<file path="src/rtl/seven_seg_scan.sv">
// Multiplexed 7-segment driver: scans NUM_DIGITS active-low digits and
// swaps newly loaded data in only on frame boundaries, so a frame never tears.
module seven_seg_scan #(
  parameter int NUM_DIGITS      = 8,
  parameter int REFRESH_DIV     = 100000,
  parameter int LEAD_ZERO_BLANK = 0
) (
  input  logic                    clk,
  input  logic                    rst,
  input  logic                    load,
  input  logic [4*NUM_DIGITS-1:0] data_in,
  input  logic [NUM_DIGITS-1:0]   dp_in,
  input  logic [NUM_DIGITS-1:0]   blank_in,
  output logic [6:0]              seg,
  output logic                    dp,
  output logic [NUM_DIGITS-1:0]   an,
  output logic                    frame_tick
);

  localparam int IW = (NUM_DIGITS > 1) ? $clog2(NUM_DIGITS) : 1;
  localparam int PW = (REFRESH_DIV > 2) ? $clog2(REFRESH_DIV) : 1;
  localparam logic [PW-1:0] PRESC_LAST = PW'(REFRESH_DIV - 1);
  localparam logic [IW-1:0] IDX_LAST   = IW'(NUM_DIGITS - 1);

  generate
    if (NUM_DIGITS < 1 || NUM_DIGITS > 8) begin : g_bad_num_digits
      $error("seven_seg_scan: NUM_DIGITS must be in 1..8");
    end
    if (REFRESH_DIV < 2) begin : g_bad_refresh_div
      $error("seven_seg_scan: REFRESH_DIV must be >= 2");
    end
    if (LEAD_ZERO_BLANK != 0 && LEAD_ZERO_BLANK != 1) begin : g_bad_lzb
      $error("seven_seg_scan: LEAD_ZERO_BLANK must be 0 or 1");
    end
  endgenerate

  logic [PW-1:0]           presc;
  logic [IW-1:0]           idx;
  logic                    digit_tick;
  logic                    frame_edge;

  logic [4*NUM_DIGITS-1:0] pend_data;
  logic [NUM_DIGITS-1:0]   pend_dp;
  logic [NUM_DIGITS-1:0]   pend_blank;
  logic                    pend_valid;
  logic [4*NUM_DIGITS-1:0] act_data;
  logic [NUM_DIGITS-1:0]   act_dp;
  logic [NUM_DIGITS-1:0]   act_blank;

  logic [NUM_DIGITS-1:0]   zero_blank;
  logic                    suppress;
  logic [3:0]              cur_nib;
  logic                    cur_dp;
  logic                    cur_dark;
  logic [NUM_DIGITS-1:0]   an_next;

  assign digit_tick = (presc == PRESC_LAST);
  assign frame_edge = digit_tick && (idx == IDX_LAST);
  assign frame_tick = frame_edge;

  always_ff @(posedge clk or posedge rst) begin
    if (rst) begin
      presc <= '0;
      idx   <= '0;
    end else if (digit_tick) begin
      presc <= '0;
      idx   <= (idx == IDX_LAST) ? '0 : idx + IW'(1);
    end else begin
      presc <= presc + PW'(1);
    end
  end

  // On a load coinciding with a frame edge, the older pending value moves to
  // active while the new data lands in pending, which stays valid.
  always_ff @(posedge clk or posedge rst) begin
    if (rst) begin
      pend_data  <= '0;
      pend_dp    <= '0;
      pend_blank <= '0;
      pend_valid <= 1'b0;
      act_data   <= '0;
      act_dp     <= '0;
      act_blank  <= '0;
    end else begin
      if (frame_edge && pend_valid) begin
        act_data  <= pend_data;
        act_dp    <= pend_dp;
        act_blank <= pend_blank;
      end
      if (load) begin
        pend_data  <= data_in;
        pend_dp    <= dp_in;
        pend_blank <= blank_in;
        pend_valid <= 1'b1;
      end else if (frame_edge) begin
        pend_valid <= 1'b0;
      end
    end
  end

  // Leading-zero suppression walks down from the top digit; a lit dp or a
  // nonzero nibble ends it, and digit 0 is always shown.
  always_comb begin
    zero_blank = '0;
    suppress   = (LEAD_ZERO_BLANK != 0);
    for (int unsigned k = NUM_DIGITS - 1; k >= 1; k--) begin
      if (suppress && act_data[4*k +: 4] == 4'h0 && !act_dp[k]) begin
        zero_blank[k] = 1'b1;
      end else begin
        suppress = 1'b0;
      end
    end
  end

  always_comb begin
    cur_nib  = '0;
    cur_dp   = 1'b0;
    cur_dark = 1'b0;
    an_next  = '1;
    for (int unsigned k = 0; k < NUM_DIGITS; k++) begin
      if (idx == IW'(k)) begin
        cur_nib    = act_data[4*k +: 4];
        cur_dp     = act_dp[k];
        cur_dark   = act_blank[k] | zero_blank[k];
        an_next[k] = cur_dark;
      end
    end
  end

  function automatic logic [6:0] hex7(input logic [3:0] v);
    unique case (v)
      4'h0: hex7 = 7'h40;
      4'h1: hex7 = 7'h79;
      4'h2: hex7 = 7'h24;
      4'h3: hex7 = 7'h30;
      4'h4: hex7 = 7'h19;
      4'h5: hex7 = 7'h12;
      4'h6: hex7 = 7'h02;
      4'h7: hex7 = 7'h78;
      4'h8: hex7 = 7'h00;
      4'h9: hex7 = 7'h10;
      4'hA: hex7 = 7'h08;
      4'hB: hex7 = 7'h03;
      4'hC: hex7 = 7'h46;
      4'hD: hex7 = 7'h21;
      4'hE: hex7 = 7'h06;
      default: hex7 = 7'h0E;
    endcase
  endfunction

  always_ff @(posedge clk or posedge rst) begin
    if (rst) begin
      seg <= 7'h7F;
      dp  <= 1'b1;
      an  <= '1;
    end else begin
      an  <= an_next;
      seg <= cur_dark ? 7'h7F : hex7(cur_nib);
      dp  <= cur_dark ? 1'b1 : ~cur_dp;
    end
  end

endmodule

</file>
<file path="config.mk">
export PLATFORM = sky130hd
export DESIGN_NAME = seven_seg_scan
export DESIGN_NICKNAME = d
export VERILOG_FILES = /design/src/rtl/seven_seg_scan.sv
export SDC_FILE = /design/constraint.sdc
export NUM_CORES = 1
export LEC_CHECK = 0
export BUFFER_PORTS_ARGS = -buffer_cell sky130_fd_sc_hd__clkbuf_2
export CORE_AREA = 2 2 130 157
export CTS_CLUSTER_SIZE = 28
export DETAILED_ROUTE_END_ITERATION = 8
export DIE_AREA = 0 0 132 159
export HOLD_SLACK_MARGIN = 0.15
export PLACE_DENSITY = 0.56
export SLEW_MARGIN = 10
export SYNTH_ARGS = -nofsm -noshare
export SYNTH_HDL_FRONTEND = slang
export SYNTH_SLANG_ARGS = --single-unit
export TNS_END_PERCENT = 50
</file>
<file path="constraint.sdc">
create_clock -name clk -period 13.55 [get_ports clk]
set_clock_uncertainty 0.15 [all_clocks]
set_input_delay 2.0325 -clock clk [delete_from_list [all_inputs] [get_ports clk]]
set_output_delay 2.0325 -clock clk [all_outputs]
set_load 0.02 [all_outputs]
</file>
==> out/metrics.csv <==
metric;value;unit
status;finished, final reports clean;
wirelength;12400;um
seq_power_share;44.4;%
nets;586;
rows;56;
routed.top_layer;met4;
leakagePower;3.32;nW
worstSetupStartpoint;idx[2];
synth_edf_count;0;
insertion_delay;0.42;ns
slew_headroom;37.4;%
drtPass1Iterations;4;
final_cell_mix;dfrtp_1, mux2_2, clkbuf_2;
ys.flop_type;dfrtp_1;
routed-wl-met3;485;um
num_vias;3736;
synth_seq_area_share;56.3;%
htreeDepth;4;
critPathArrivalTime;2.44;ns
fillers;1857;
viasPerCell;4.69;
dpl.hpwl;8700;um
ant_nets;0;
ys_ff_latch;133;
regArea;0.00335;mm2
timing.fmax;0.216;GHz
p_clk_share;52.0;%
cts_tree;yes;
synth_area;0.00594;mm2
hold_buffers;0;
synthArstFlopShare;100;%
switching_share;20.6;%
cts_buffers;17;
avgSynthCellArea;13.1;um2
hold_ws;0.342;ns
crit_type;register to output port;
p_switching;0.000195;W
setup_viol;0;
critPathRequiredTime;11.37;ns
power_density;132;mW/mm2
grt_overflow;0;
cts.clk_slew.worst_paths;0.06;ns
drc;0;
vdd_drop_max;0.0742;mV
timing.final.crit_share;34.1;%
first_global_vias;3911;
regToRegStartpoint;idx[2];
track_usage;12.5;%
gp_congestion;0.739;
core;0.0194;mm2
cts.sinks;133;
dieArea;0.0210;mm2
hold_viol_final;0;
syn_nets;518;
min_from;presc[4];
drtIter0Drc;279;
multi_input_area;0.00245;mm2
drt-met1-wl;5410;um
rsz0062_at_grt;no;
num_io_pins;68;
cell_internal_pwr;0.000753;W
antenna_found_initial;0;
postCtsSetupBuffers;0;
layout-drive-gt1-share;41.9;%
wl_met2;6340;um
p_comb_share;3.6;%
portBuffers;67;
insertedDiodeCount;0;
synth.distinct_cells;57;
tns;0;ns
fin_crit;4.62;ns
dieWidth;132;um
grt_max_degree;77;
wl_per_cell;15.6;um
cap_violations;0;
startpoint_type;register;
dpl_cell_area;0.00653;mm2
grt_pass1_wl;20700;um
ys_warn_count;0;
cts-root-buf;clkbuf_16;
cts_resized;0;
hold_path.class;register to register;
mostFrequentLayoutCell;dfrtp_1;
worst_pin_slew;0.939;ns
cp_max_fo;17;
final_cell_area;0.00717;mm2
syn_to_final_growth;20.7;%
end_kind;output port;
start_util;30.6;%
netlist_instances;454;
die_y;159;um
clockBufferDepth;2;
maxSlewViolCount;0;
==> worst paths after layout <==
path	end	slack, ns	cells past startpoint
worst min-delay path	presc[4]	0.34	1
worst max-delay path	frame_tick	8.93	4
min in group asynchronous	pend_blank[0]	1.57	2
worst max register to register	seg[3]	10.00	10
worst min register to register	presc[4]	0.34	1
max in group asynchronous	act_data[17]	10.23	3
==> stage by stage <==
stage | power (W) | utilization [%] | worst slack (ns) | cells
after floorplan | 0.000447 | - | 7.84 | 454
after global placement | 0.000462 | 33.6 | 9.41 | 764
after detailed placement | 0.000464 | 33.6 | 9.36 | 764
after CTS | 0.000961 | 36.9 | 8.90 | 796
after global routing | 0.000984 | 36.9 | 8.71 | 796
final | 0.000948 | 36.9 | 8.93 | 796
==> per-layer routing <==
layer / global-route usage (%) / vias to the layer above
met2: 20.7 / 74
met5: 0 / -
met1: 15.6 / 1891
met3: 3.53 / 15
met4: 4.30 / 0
li1: - / 1756
==> synthesized netlist by cell type (3+ instances only) <==
library cell / number / area (um2)
a21oi_1: 12 / 60.1
a221oi_1: 3 / 26.3
a32oi_1: 3 / 26.3
and3_1: 3 / 18.8
buf_1: 5 / 18.8
buf_2: 4 / 20.0
clkbuf_1: 9 / 33.8
dfrtp_1: 117 / 2930
dfstp_2: 16 / 420
ha_1: 13 / 163
inv_1: 11 / 41.3
mux2_2: 76 / 856
mux2_4: 20 / 300
mux2i_1: 8 / 80.1
nand2_1: 25 / 93.8
nand2b_1: 8 / 50.1
nand3_1: 9 / 45.0
nor2_1: 22 / 82.6
nor2b_1: 8 / 50.1
o21ai_0: 16 / 80.1
o221ai_1: 4 / 35.0
o22ai_1: 3 / 18.8
or2_2: 3 / 18.8
or3_1: 5 / 31.3
xnor2_1: 5 / 43.8
xor2_1: 9 / 78.8
==> power groups by stage <==
| stage | clock [W] | sequential, W | combinational (W) |
|---|---|---|---|
| floorplan | 0 | 0.000424 | 0.0000232 |
| global placement | 0 | 0.000428 | 0.0000342 |
| detailed placement | 0 | 0.000428 | 0.0000355 |
| CTS | 0.000504 | 0.000421 | 0.0000357 |
| global route | 0.000522 | 0.000423 | 0.0000385 |
| finish | 0.000493 | 0.000421 | 0.0000342 |
==> state kept, by name, summed over array words and instances, names as in the netlist <==
signal      count
an              8
act_blank       8
act_dp          8
pend_blank      8
idx             3
pend_dp         8
dp              1
pend_valid      1
act_data       32
pend_data      32
seg             7
presc          17
==> final cells by class <==
cell class / instances / share of cell area [%]
clock buffers: 20 / 6.51
clock inverters: 12 / 2.46
multi-input cells: 288 / 34.1
flip-flops and latches: 133 / 46.7
inverters: 12 / 0.663
repair buffers: 70 / 4.99
well taps: 261 / 4.55
==> critical path, cell delays in order, from the launching register on <==
cell	delay (ns)
dfrtp_1	0.66
ha_1	0.52
inv_1	0.30
nor3_1	0.31
clkbuf_2	0.23
==> kinds of logic after synthesis <==
| group | count (synthesis) | synth area share, % |
|---|---|---|
| buf+inv | 33 | 2.48 |
| mux | 104 | 20.8 |
| xor+xnor | 14 | 2.06 |
| flops | 133 | 56.3 |
| compound gates | 62 | 7.18 |
| simple gates | 95 | 8.40 |
| fa+ha+maj | 13 | 2.74 |
(Power assumes the default switching activity.)
